$ cat config.mk
export PLATFORM = sky130hd
export DESIGN_NAME = ram_march_bist
export DESIGN_NICKNAME = d
export VERILOG_FILES = /design/src/rtl/ram_march_bist.sv
export SDC_FILE = /design/constraint.sdc
export NUM_CORES = 1
export LEC_CHECK = 0
export CORE_MARGIN = 1.5
export CORE_UTILIZATION = 46
export CTS_BUF_LIST = sky130_fd_sc_hd__clkbuf_16
export DETAILED_ROUTE_END_ITERATION = 10
export GPL_TIMING_DRIVEN = 0
export PLACE_DENSITY = 0.89
export SKIP_LAST_GASP = 1
export SLEW_MARGIN = 30
export SYNTH_ARGS = -nofsm -noshare
export SYNTH_HDL_FRONTEND = slang
export SYNTH_SLANG_ARGS = --single-unit
$ cat constraint.sdc
create_clock -name clk -period 7.8 [get_ports clk]
set_clock_uncertainty 0.2 [all_clocks]
set_input_delay 2.34 -clock clk [delete_from_list [all_inputs] [get_ports clk]]
set_output_delay 2.34 -clock clk [all_outputs]
set_load 0.03 [all_outputs]
$ cat src/rtl/ram_march_bist.sv
// ram_march_bist: March C- built-in self-test initiator for a single-port RAM
// that has a synchronous write and an asynchronous (combinational) read port.
//
// Handshake: there is no valid/ready pair. A one-cycle (or longer) start is
// accepted only in IDLE or DONE. busy is high for exactly 6*2^N cycles. done
// then stays high with stable results until the next accepted start or reset.
//
// Sequence, one cycle per address:
//   E0 up   : write D0
//   E1 up   : read D0, write D1
//   E2 up   : read D1, write D0
//   E3 down : read D0, write D1
//   E4 down : read D1, write D0
//   E5 up   : read D0
// The RAM port is decoded only from the element and address registers. This
// keeps mem_dout and start out of the mem_wr, mem_addr and mem_din paths.
// Because the port is decoded from async-reset registers, it drops to zero as
// soon as rst_n falls.
module ram_march_bist #(
  parameter int N = 6,
  parameter int M = 32
) (
  input  logic         clk,
  input  logic         rst_n,
  input  logic         start,
  output logic         mem_wr,
  output logic [N-1:0] mem_addr,
  output logic [M-1:0] mem_din,
  input  logic [M-1:0] mem_dout,
  output logic         busy,
  output logic         done,
  output logic         pass,
  output logic [N+2:0] err_count,
  output logic [N-1:0] fail_addr,
  output logic [M-1:0] fail_exp,
  output logic [M-1:0] fail_data,
  output logic [1:0]   dbg_state
);

  localparam logic [1:0] S_IDLE = 2'd0;
  localparam logic [1:0] S_RUN  = 2'd1;
  localparam logic [1:0] S_DONE = 2'd2;

  localparam logic [2:0] E0 = 3'd0;
  localparam logic [2:0] E1 = 3'd1;
  localparam logic [2:0] E2 = 3'd2;
  localparam logic [2:0] E3 = 3'd3;
  localparam logic [2:0] E4 = 3'd4;
  localparam logic [2:0] E5 = 3'd5;

  localparam logic [N-1:0] ADDR_MAX = {N{1'b1}};
  localparam logic [M-1:0] D0       = {M{1'b0}};
  localparam logic [M-1:0] D1       = {M{1'b1}};

  logic [1:0]   r_state;
  logic [2:0]   r_elem;
  logic [N-1:0] r_addr;
  logic         r_pass;
  logic [N+2:0] r_err_count;
  logic [N-1:0] r_fail_addr;
  logic [M-1:0] r_fail_exp;
  logic [M-1:0] r_fail_data;

  logic         w_run;
  logic         w_down;
  logic         w_last;
  logic         w_rd;
  logic         w_wr;
  logic [M-1:0] w_exp;
  logic [M-1:0] w_wdata;
  logic         w_mismatch;
  logic         w_first;
  logic [N+2:0] w_err_next;
  logic [N-1:0] w_next_start;
  logic         w_accept;

  // Element decode: address direction, read/write activity and the data patterns
  always_comb begin
    w_run        = (r_state == S_RUN);
    w_down       = (r_elem == E3) || (r_elem == E4);
    w_last       = w_down ? (r_addr == '0) : (r_addr == ADDR_MAX);
    w_rd         = w_run && (r_elem != E0);
    w_wr         = w_run && (r_elem != E5);
    w_exp        = ((r_elem == E2) || (r_elem == E4)) ? D1 : D0;
    w_wdata      = ((r_elem == E1) || (r_elem == E3)) ? D1 : D0;
    w_mismatch   = w_rd && (mem_dout != w_exp);
    w_first      = w_mismatch && (r_err_count == '0);
    w_err_next   = r_err_count + {{(N+2){1'b0}}, w_mismatch};
    // The next element counts down (E3, E4) when the current one is E2 or E3.
    w_next_start = ((r_elem == E2) || (r_elem == E3)) ? ADDR_MAX : '0;
    w_accept     = start && ((r_state == S_IDLE) || (r_state == S_DONE));
  end

  // Sequencer: state, element and address counter
  always_ff @(posedge clk or negedge rst_n) begin
    if (!rst_n) begin
      r_state <= S_IDLE;
      r_elem  <= E0;
      r_addr  <= '0;
    end else begin
      case (r_state)
        S_IDLE, S_DONE: begin
          if (w_accept) begin
            r_state <= S_RUN;
            r_elem  <= E0;
            r_addr  <= '0;
          end
        end
        S_RUN: begin
          if (w_last) begin
            if (r_elem == E5) begin
              r_state <= S_DONE;
              r_elem  <= E0;
              r_addr  <= '0;
            end else begin
              r_elem <= r_elem + 3'd1;
              r_addr <= w_next_start;
            end
          end else if (w_down) begin
            r_addr <= r_addr - 1'b1;
          end else begin
            r_addr <= r_addr + 1'b1;
          end
        end
        default: begin
          r_state <= S_IDLE;
          r_elem  <= E0;
          r_addr  <= '0;
        end
      endcase
    end
  end

  // Result registers: mismatch count, first-failure capture and final verdict
  always_ff @(posedge clk or negedge rst_n) begin
    if (!rst_n) begin
      r_pass      <= 1'b0;
      r_err_count <= '0;
      r_fail_addr <= '0;
      r_fail_exp  <= '0;
      r_fail_data <= '0;
    end else if (w_accept) begin
      r_pass      <= 1'b0;
      r_err_count <= '0;
      r_fail_addr <= '0;
      r_fail_exp  <= '0;
      r_fail_data <= '0;
    end else if (w_run) begin
      r_err_count <= w_err_next;
      if (w_first) begin
        r_fail_addr <= r_addr;
        r_fail_exp  <= w_exp;
        r_fail_data <= mem_dout;
      end
      // The mismatch from the final E5 cycle counts toward the verdict.
      if (w_last && (r_elem == E5)) begin
        r_pass <= (w_err_next == '0);
      end
    end
  end

  // RAM port: write data is forced to zero whenever no write is issued
  always_comb begin
    mem_wr   = w_wr;
    mem_addr = r_addr;
    mem_din  = w_wr ? w_wdata : '0;
  end

  // Status outputs
  always_comb begin
    busy      = w_run;
    done      = (r_state == S_DONE);
    pass      = r_pass;
    err_count = r_err_count;
    fail_addr = r_fail_addr;
    fail_exp  = r_fail_exp;
    fail_data = r_fail_data;
    dbg_state = r_state;
  end

endmodule
# Word level (Yosys, flattened, before mapping)
# Index checks and enable logic that the tools add are counted.
word_totals:
  ff_bits: 91
  word_cells: 81
  in_bits: 35
  output_inout_bits: 123
op_classes:
  n_eq_ne: 13
  n_addsub: 4
  reduce_logical: 24
  mux: 32
ops:
  columns: ["cell", "n"]
  rows:
  - ["32-bit two-way mux", 9]
  - ["6-bit two-way mux", 8]
  - ["32-bit != test", 1]
  - ["9-bit logical NOT", 2]
  - ["9-bit two-way mux", 2]
  - ["6-bit case mux with 2 select lines", 1]
  - ["9-bit by 1-bit adder with 9-bit output", 1]
  - ["3-bit two-way mux", 3]
  - ["6-bit by 1-bit adder with 6-bit output, second input constant", 1]
  - ["3-bit by 2-bit equality test with 1-bit output, second input constant", 2]
  - ["3-bit equality test, second input constant", 2]
  - ["6-bit equality test, second input constant", 1]
  - ["1-bit logical AND", 6]
  - ["6-bit logical NOT", 1]
  - ["2-bit two-way mux", 3]
  - ["3-bit case mux with 2 select lines", 1]
  - ["2-bit AND reduction", 3]
  - ["2-bit nonzero test", 3]
  - ["6-bit by 1-bit subtractor with 6-bit output, second input constant", 1]
  - ["1-bit logical OR", 5]
  - ["1-bit two-way mux", 4]
  - ["2-bit by 1-bit != test with 1-bit output, second input constant", 2]
  - ["2-bit case mux with 2 select lines", 1]
  - ["3-bit by 1-bit adder with 3-bit output, second input constant", 1]
  - ["9 further kinds", 9]

# Logic depth before layout (Yosys ltp)
# Gate-level depths: netlist (run 1).
depth:
  depth_word: 10
  mapped_depth: 14
  ltp_nobuf: 12

# Worst setup path before layout (run 1)
# No wires, ideal clock.
synth_timing:
  path_kind: "reg2out"
  from: "register r_state[1], in the netlist dbg_state[1]"
  to: "output mem_din[10]"
  t_arrival_ps: 2747
  path_slack_ps: 2513
  n_path_buf: 3
  required_ps: 5260
  stages_incl_launch_ff: 7
  path_cell_list: "dfrtp_1 nand2b_1 buf_2 clkbuf_1 a21oi_1 o21a_1 buf_4"
synth_between:
  elab_chain_len: 3
synth_lines:
  columns: ["item", "line", "source"]
  rows:
  - ["from (decl)", "55", "logic [1:0] r_state;"]
  - ["from (signal assigned)", "97", "r_state <= S_IDLE;"]
  - ["from (signal assigned)", "104", "r_state <= S_RUN;"]
  - ["from (signal assigned)", "112", "r_state <= S_DONE;"]
  - ["2-bit by 1-bit equality test with 1-bit output", "79", "w_run = (r_state == S_RUN);"]
  - ["1-bit logical AND", "83", "w_wr = w_run && (r_elem != E5);"]
  - ["net mem_wr", "26", "output logic mem_wr,"]
  - ["32-bit two-way mux", "166", "mem_din = w_wr ? w_wdata : '0;"]
  - ["to (decl)", "28", "output logic [M-1:0] mem_din,"]
# The timed path passes the listed nets, and every way through them passes these cells.

# Worst setup path in the final report (run 1)
layout_timing:
  from: "register r_state[0], in the netlist dbg_state[0]"
  to: "output mem_din[28]"
layout_between:
  elab_chain_len: 3
layout_lines:
  columns: ["item", "line"]
  rows:
  - ["2-bit by 1-bit equality test with 1-bit output", "79"]
  - ["1-bit logical AND", "83"]
  - ["32-bit two-way mux", "166"]
# No other way between the ends.

==> results of run 1 <==
==> how the worst min path moves through the flow <==
stage / startpoint / endpoint / slack [ns] / cells past startpoint
global placement: fail_data[14]$_DFFE_PN0P_ / fail_data[14]$_DFFE_PN0P_ / 0.31 / 2
CTS: fail_addr[4]$_DFFE_PN0P_ / fail_addr[4]$_DFFE_PN0P_ / 0.33 / 2
floorplan: r_elem[1]$_DFFE_PN0P_ / r_elem[1]$_DFFE_PN0P_ / 0.39 / 2
global route: dbg_state[1]$_DFFE_PN0P_ / dbg_state[1]$_DFFE_PN0P_ / 0.35 / 2
detailed placement: fail_addr[4]$_DFFE_PN0P_ / fail_addr[4]$_DFFE_PN0P_ / 0.32 / 2
finish: fail_data[16]$_DFFE_PN0P_ / fail_data[16]$_DFFE_PN0P_ / 0.33 / 2
==> layout make-up <==
type                       instances  area [sq um]
fill                             543          2000
timing repair buffer             158          1600
sequential                        60          1500
multi-input combinational        282          1500
buffer                            84           574
clock buffer                       9           225
tap                              102           128
clock inverter                     7          91.3
inverter                           8          31.3
==> cells by family after synthesis <==
logic type	share of synthesized area, %
flip-flops	41.6
AO/OA/AOI/OAI	14.2
XOR/XNOR	1.46
AND/OR/NAND/NOR	22.7
adder cells (fa/ha/maj)	2.98
multiplexers	0.277
buffers and inverters	16.8
==> metrics by stage <==
stage               std cells  hold slack [ns]  power, mW
floorplan                 434            0.388      0.533
global placement          693            0.314      0.649
detailed placement        694            0.321      0.660
CTS                       710            0.327       1.08
global route              710            0.353       1.12
finish                    710            0.325       1.08
==> Yosys cell counts, types with 6 or more instances <==
library cell	number
a21oi_1	9
nand4_1	14
inv_1	7
buf_4	63
o21ai_0	65
nor4_1	14
ha_1	7
nand3_1	8
nor2_1	19
clkbuf_1	13
nand2_1	93
buf_2	6
dfrtp_1	60
==> state kept, by name (all words and copies together), names as in the netlist <==
register   count
mem_addr       6
fail_addr      6
err_count      9
dbg_state      2
fail_data     32
r_elem         3
fail_exp       1
pass           1
==> worst max-delay path, cell delays in order, from the launching register on <==
cell and delay, ns:
dfrtp_1 0.48, nand2b_1 0.08, buf_2 0.18, clkbuf_1 0.26, a21oi_1 0.23, o21a_2 0.51
buf_4 0.20, clkdlybuf4s50_1 0.67
==> metal layers <==
| layer | share of wire, % | GRT usage, % |
|---|---|---|
| met1 | 40 | 29.3 |
| met2 | 50 | 44.3 |
| met3 | 8.2 | 6.53 |
| met4 | 2.0 | 10.5 |
| met5 | 0 | 0 |
==> power by group <==
part	total, mW	switching (mW)	internal (mW)
Combinational	0.282	0.161	0.121
Clock	0.417	0.140	0.277
Sequential	0.376	0.0374	0.339
==> cells in the final DEF (no fill, tap or decap), types with 2 or more instances in the layout <==
cell | synthesis | routed
clkdlybuf4s50_1 | 0 | 156
nand2_1 | 93 | 93
o21ai_0 | 65 | 65
buf_4 | 63 | 64
dfrtp_1 | 60 | 59
nor2_1 | 19 | 19
nand4_1 | 14 | 14
nor4_1 | 14 | 14
clkbuf_1 | 13 | 13
a21oi_1 | 9 | 9
clkbuf_16 | 0 | 9
nand3_1 | 8 | 8
inv_1 | 7 | 7
ha_1 | 7 | 7
buf_2 | 6 | 6
nor2b_1 | 5 | 5
xnor2_1 | 5 | 5
nor3_1 | 5 | 5
o31ai_1 | 4 | 4
and2_1 | 3 | 3
and3_1 | 3 | 3
clkinvlp_4 | 0 | 3
nand2b_1 | 2 | 2
clkinv_2 | 1 | 2
nor3b_1 | 2 | 2
and4_1 | 2 | 2
buf_6 | 2 | 2
o22ai_1 | 2 | 2
a31oi_1 | 2 | 2
a22o_1 | 2 | 2
bufinv_16 | 0 | 2
==> results.tsv, run 1 <==
metric	value	unit
die-area	8380	sq um
drc_errors	0	
area_growth	56.6	%
max_slew_margin	61.1	%
power.leakage	2.40	nW
drv_cap	0	
clock_sinks	60	
synth.distinct_cells	43	
grt_use_total	25.4	%
fp-row-count	32	
grt_max_degree	48	
die_y	91.6	microns
max_freq	182	MHz
ioPinCount	158	
insertion_delay	0.32	ns
synth_top_cell_by_area	dfrtp_1	
r2r_cells	13	
synth-seq-cells	60	
r2r_end	pass$_DFFE_PN0P_	
nNetsFinal	646	
start_kind	register	
start_util	47.2	%
routed_wl	10600	microns
cts_max_level	3	
pre_cts_ws	2.34	ns
finish.instance_area	5650	sq um
maxSlewViolCount	0	
yosys.area.top_type_share	41.6	%
yosys-top-cells-area	dfrtp_1, buf_4, nand2_1	
yosysSeqAreaShare	41.6	%
synth_top_flop_cell	dfrtp_1	
gpl.final_weighted_congestion	0.867	
cts_hold_buf	0	
power_density	190	nW/um^2
grt_pass1_vias	3603	
netlist_area	3610	sq um
placed_area	5330	sq um
rsz0062_at_grt	false	
cts_made_buffers	9	
avgSynthCellArea	8.31	sq um
setup_ws	2.32	ns
vias_per_cell	5.33	
crit_fanout	32	
synth_edf_count	0	
core_area	7650	sq um
r2r_setup_slack	4.79	ns
fin_setup_tns	0	ns
path_clk_slew	0.05	ns
post-route-period-util	70.3	%
hpwl	7710	microns
antenna_found_initial	0	
synth_cells	434	
crit_required	5.26	ns
via_count	3782	
cp-endpoint	mem_din[28]	
cts.repair.resized	0	
hold_viol	0	
arrival	2.94	ns
post_cts.repair.setup_buffers	0	
critPathLaunch	dbg_state[0]$_DFFE_PN0P_	
diodes	0	
outcome	completed	
die_w	91.6	microns
ys.warnings.count	0	
grt_overflow_total	0	
dr.first_iter.drc_count	238	
worst_slew_pin_slew	0.581	ns
io_buffers	157	
cts_tree	done	
cp-end-kind	output pin	
synthArstFlopShare	100	%
hp-class	reg -> reg	
ant_nets	0	
dr.pass1.iters	5	
wire_per_inst	14.9	microns
final_layout_size_suffix_gt1_share	15.6	%
period_needed	5.48	ns
cts-root-buf	clkbuf_16	
final_util	73.9	%
r2r-start	dbg_state[0]$_DFFE_PN0P_	
synth_nets	477	
crit_type	reg -> out	
worst_ir_drop_vdd	0.000145	V
setup_viol	0	
cts_max_path_buffers	2	
grt_pass1_wl	17000	microns
(Power assumes the default switching activity.)
==> inputs of run 2 (changes only) <==
--- a/config.mk
+++ b/config.mk
@@ -6,11 +6,11 @@
 export NUM_CORES = 1
 export LEC_CHECK = 0
 export CORE_MARGIN = 1.5
-export CORE_UTILIZATION = 46
+export CORE_UTILIZATION = 43
 export CTS_BUF_LIST = sky130_fd_sc_hd__clkbuf_16
 export DETAILED_ROUTE_END_ITERATION = 10
 export GPL_TIMING_DRIVEN = 0
-export PLACE_DENSITY = 0.89
+export PLACE_DENSITY = 0.84
 export SKIP_LAST_GASP = 1
 export SLEW_MARGIN = 30
 export SYNTH_ARGS = -nofsm -noshare
==> constraint.sdc (replaced) <==
create_clock -name clk -period 5.4 [get_ports clk]
set_clock_uncertainty 0.2 [all_clocks]
set_input_delay 1.62 -clock clk [delete_from_list [all_inputs] [get_ports clk]]
set_output_delay 1.62 -clock clk [all_outputs]
set_load 0.03 [all_outputs]
==> results.tsv, run 2 (synthesis results as in run 1) <==
metric	value	unit	change
outcome	completed		unchanged
cts_made_buffers	9		unchanged
fp-row-count	33		was 32
crit_required	3.58	ns	was 5.26 ns
ant_nets	0		unchanged
cts_max_level	3		unchanged
die-area	8950	sq um	was 8380 sq um
grt_pass1_wl	15800	microns	was 17000 microns
nNetsFinal	646		unchanged
pre_cts_ws	0.652	ns	was 2.34 ns
cts-root-buf	clkbuf_16		unchanged
period_needed	4.77	ns	
maxSlewViolCount	0		unchanged
hpwl	7640	microns	was 7710 microns
post-route-period-util	88.4	%	
hold_viol	0		unchanged
max_stage_delay	0.67	ns	about the same
via_count	3732		was 3782
grt_use_total	22.7	%	was 25.4%
routed_wl	10400	microns	was 10600 microns
finalHoldWorstSlack	0.330	ns	was 0.325 ns
core_area	8180	sq um	was 7650 sq um
largest_reg_flops	32		unchanged
cts.repair.resized	0		unchanged
hp-class	reg -> reg		unchanged
grt_max_degree	48		unchanged
dr.first_iter.drc_count	291		was 238
start_kind	register		unchanged
grt_overflow_total	0		unchanged
wire_per_inst	14.6	microns	was 14.9 microns
fin_setup_tns	0	ns	unchanged
drv_cap	0		unchanged
cp_cell_sequence	nand2b_1 -> buf_2 -> clkbuf_1 -> a21oi_1 -> o21a_2 -> buf_4 -> clkdlybuf4s50_1		unchanged
cts_tree	done		unchanged
crit_path_top_delay_cell	clkdlybuf4s50_1		unchanged
min_path_cells	2		unchanged
drc_errors	0		unchanged
r2r_cells	13		unchanged
max_freq	210	MHz	
dr.pass1.iters	4		was 5
die_y	94.6	microns	was 91.6 microns
insertion_delay	0.32	ns	about the same
gpl.final_weighted_congestion	0.934		was 0.867
start_util	44.1	%	was 47.2%
crit_type	reg -> out		unchanged
vias_per_cell	5.24		was 5.33
rsz0062_at_grt	false		unchanged
die_w	94.6	microns	was 91.6 microns
grt_pass1_vias	3444		was 3603
power_density	279	nW/um^2	was 190 nW/um^2
power.leakage	2.42	nW	was 2.40 nW
area_growth	57.1	%	was 56.6%
worst_ir_drop_vdd	0.000159	V	was 0.000145 V
mostFrequentLayoutCells	clkdlybuf4s50_1, nand2_1, o21ai_0, buf_4, dfrtp_1		unchanged
ioPinCount	158		unchanged
setup_viol	0		unchanged
io_buffers	157		unchanged
post_cts.repair.setup_buffers	0		unchanged
antenna_found_initial	0		unchanged
layout_commonest_cell	clkdlybuf4s50_1		unchanged
path_clk_slew	0.05	ns	about the same
cts_hold_buf	0		unchanged
arrival	2.95	ns	was 2.94 ns
cp-end-kind	output pin		unchanged
setup_ws	0.629	ns	was 2.32 ns
diodes	0		unchanged
crit_fanout	32		unchanged
max_slew_margin	62.0	%	was 61.1%
final_layout_size_suffix_gt1_share	15.5	%	was 15.6%
cts_max_path_buffers	2		unchanged
worst_slew_pin_slew	0.568	ns	was 0.581 ns
clock_sinks	60		unchanged
## run 2: cell types whose count changed in the layout (fill, tap and decap cells not counted), sizes merged
| cell | change |
|---|---|
| bufinv | +1 |
| clkinv | +1 |
| clkinvlp | -3 |
## run 2: final timing paths
path	slack (ns)	start	end
setup / recovery	0.63	dbg_state[0]$_DFFE_PN0P_	mem_din[12]
hold / removal	0.33	fail_data[17]$_DFFE_PN0P_	fail_data[17]$_DFFE_PN0P_
setup reg to reg	2.26	dbg_state[0]$_DFFE_PN0P_	pass$_DFFE_PN0P_
hold reg to reg	0.33	fail_data[17]$_DFFE_PN0P_	fail_data[17]$_DFFE_PN0P_
max in group asynchronous	3.56	rst_n	fail_exp[30]$_DFFE_PN0P_
min in group asynchronous	0.95	rst_n	fail_data[15]$_DFFE_PN0P_
## run 2: metrics by stage
stage | cell area (sq um) | instances | utilization (%) | total power, mW
floorplan | 3610 | 434 | - | 0.769
global route | 5670 | 712 | 69.3 | 1.65
detailed placement | 5340 | 697 | 65.3 | 0.950
global placement | 5310 | 696 | 65.0 | 0.938
finish | 5670 | 712 | 69.3 | 1.58
CTS | 5660 | 712 | 69.3 | 1.59
## run 2: layout make-up
cell class                 instances  area, sq um
buffer                            84          574
clock buffer                       9          225
clock inverter                     6          104
fill                             635         2510
inverter                           8         31.3
multi-input combinational        282         1500
sequential                        60         1500
tap                              105          131
timing repair buffer             158         1600
## run 2: power breakdown
group | internal, mW | switching [mW] | total, mW
combinational | 0.173 | 0.229 | 0.403
sequential | 0.490 | 0.0536 | 0.543
clock | 0.444 | 0.193 | 0.637
total | 1.11 | 0.476 | 1.58
## run 2: layer usage
layer | global-route usage [%] | part of all wire (%)
met1 | 27.3 | 41
met5 | 0 | 0
met3 | 5.88 | 7.9
met2 | 38.1 | 48
met4 | 10.4 | 3.1
## run 2: worst max-delay path, delay by kind of cell, from the launching register on
family / cells / cell delay, ns
flops: 1 / 0.51
buf+inv: 4 / 1.30
simple gates: 1 / 0.08
compound gates: 2 / 0.73
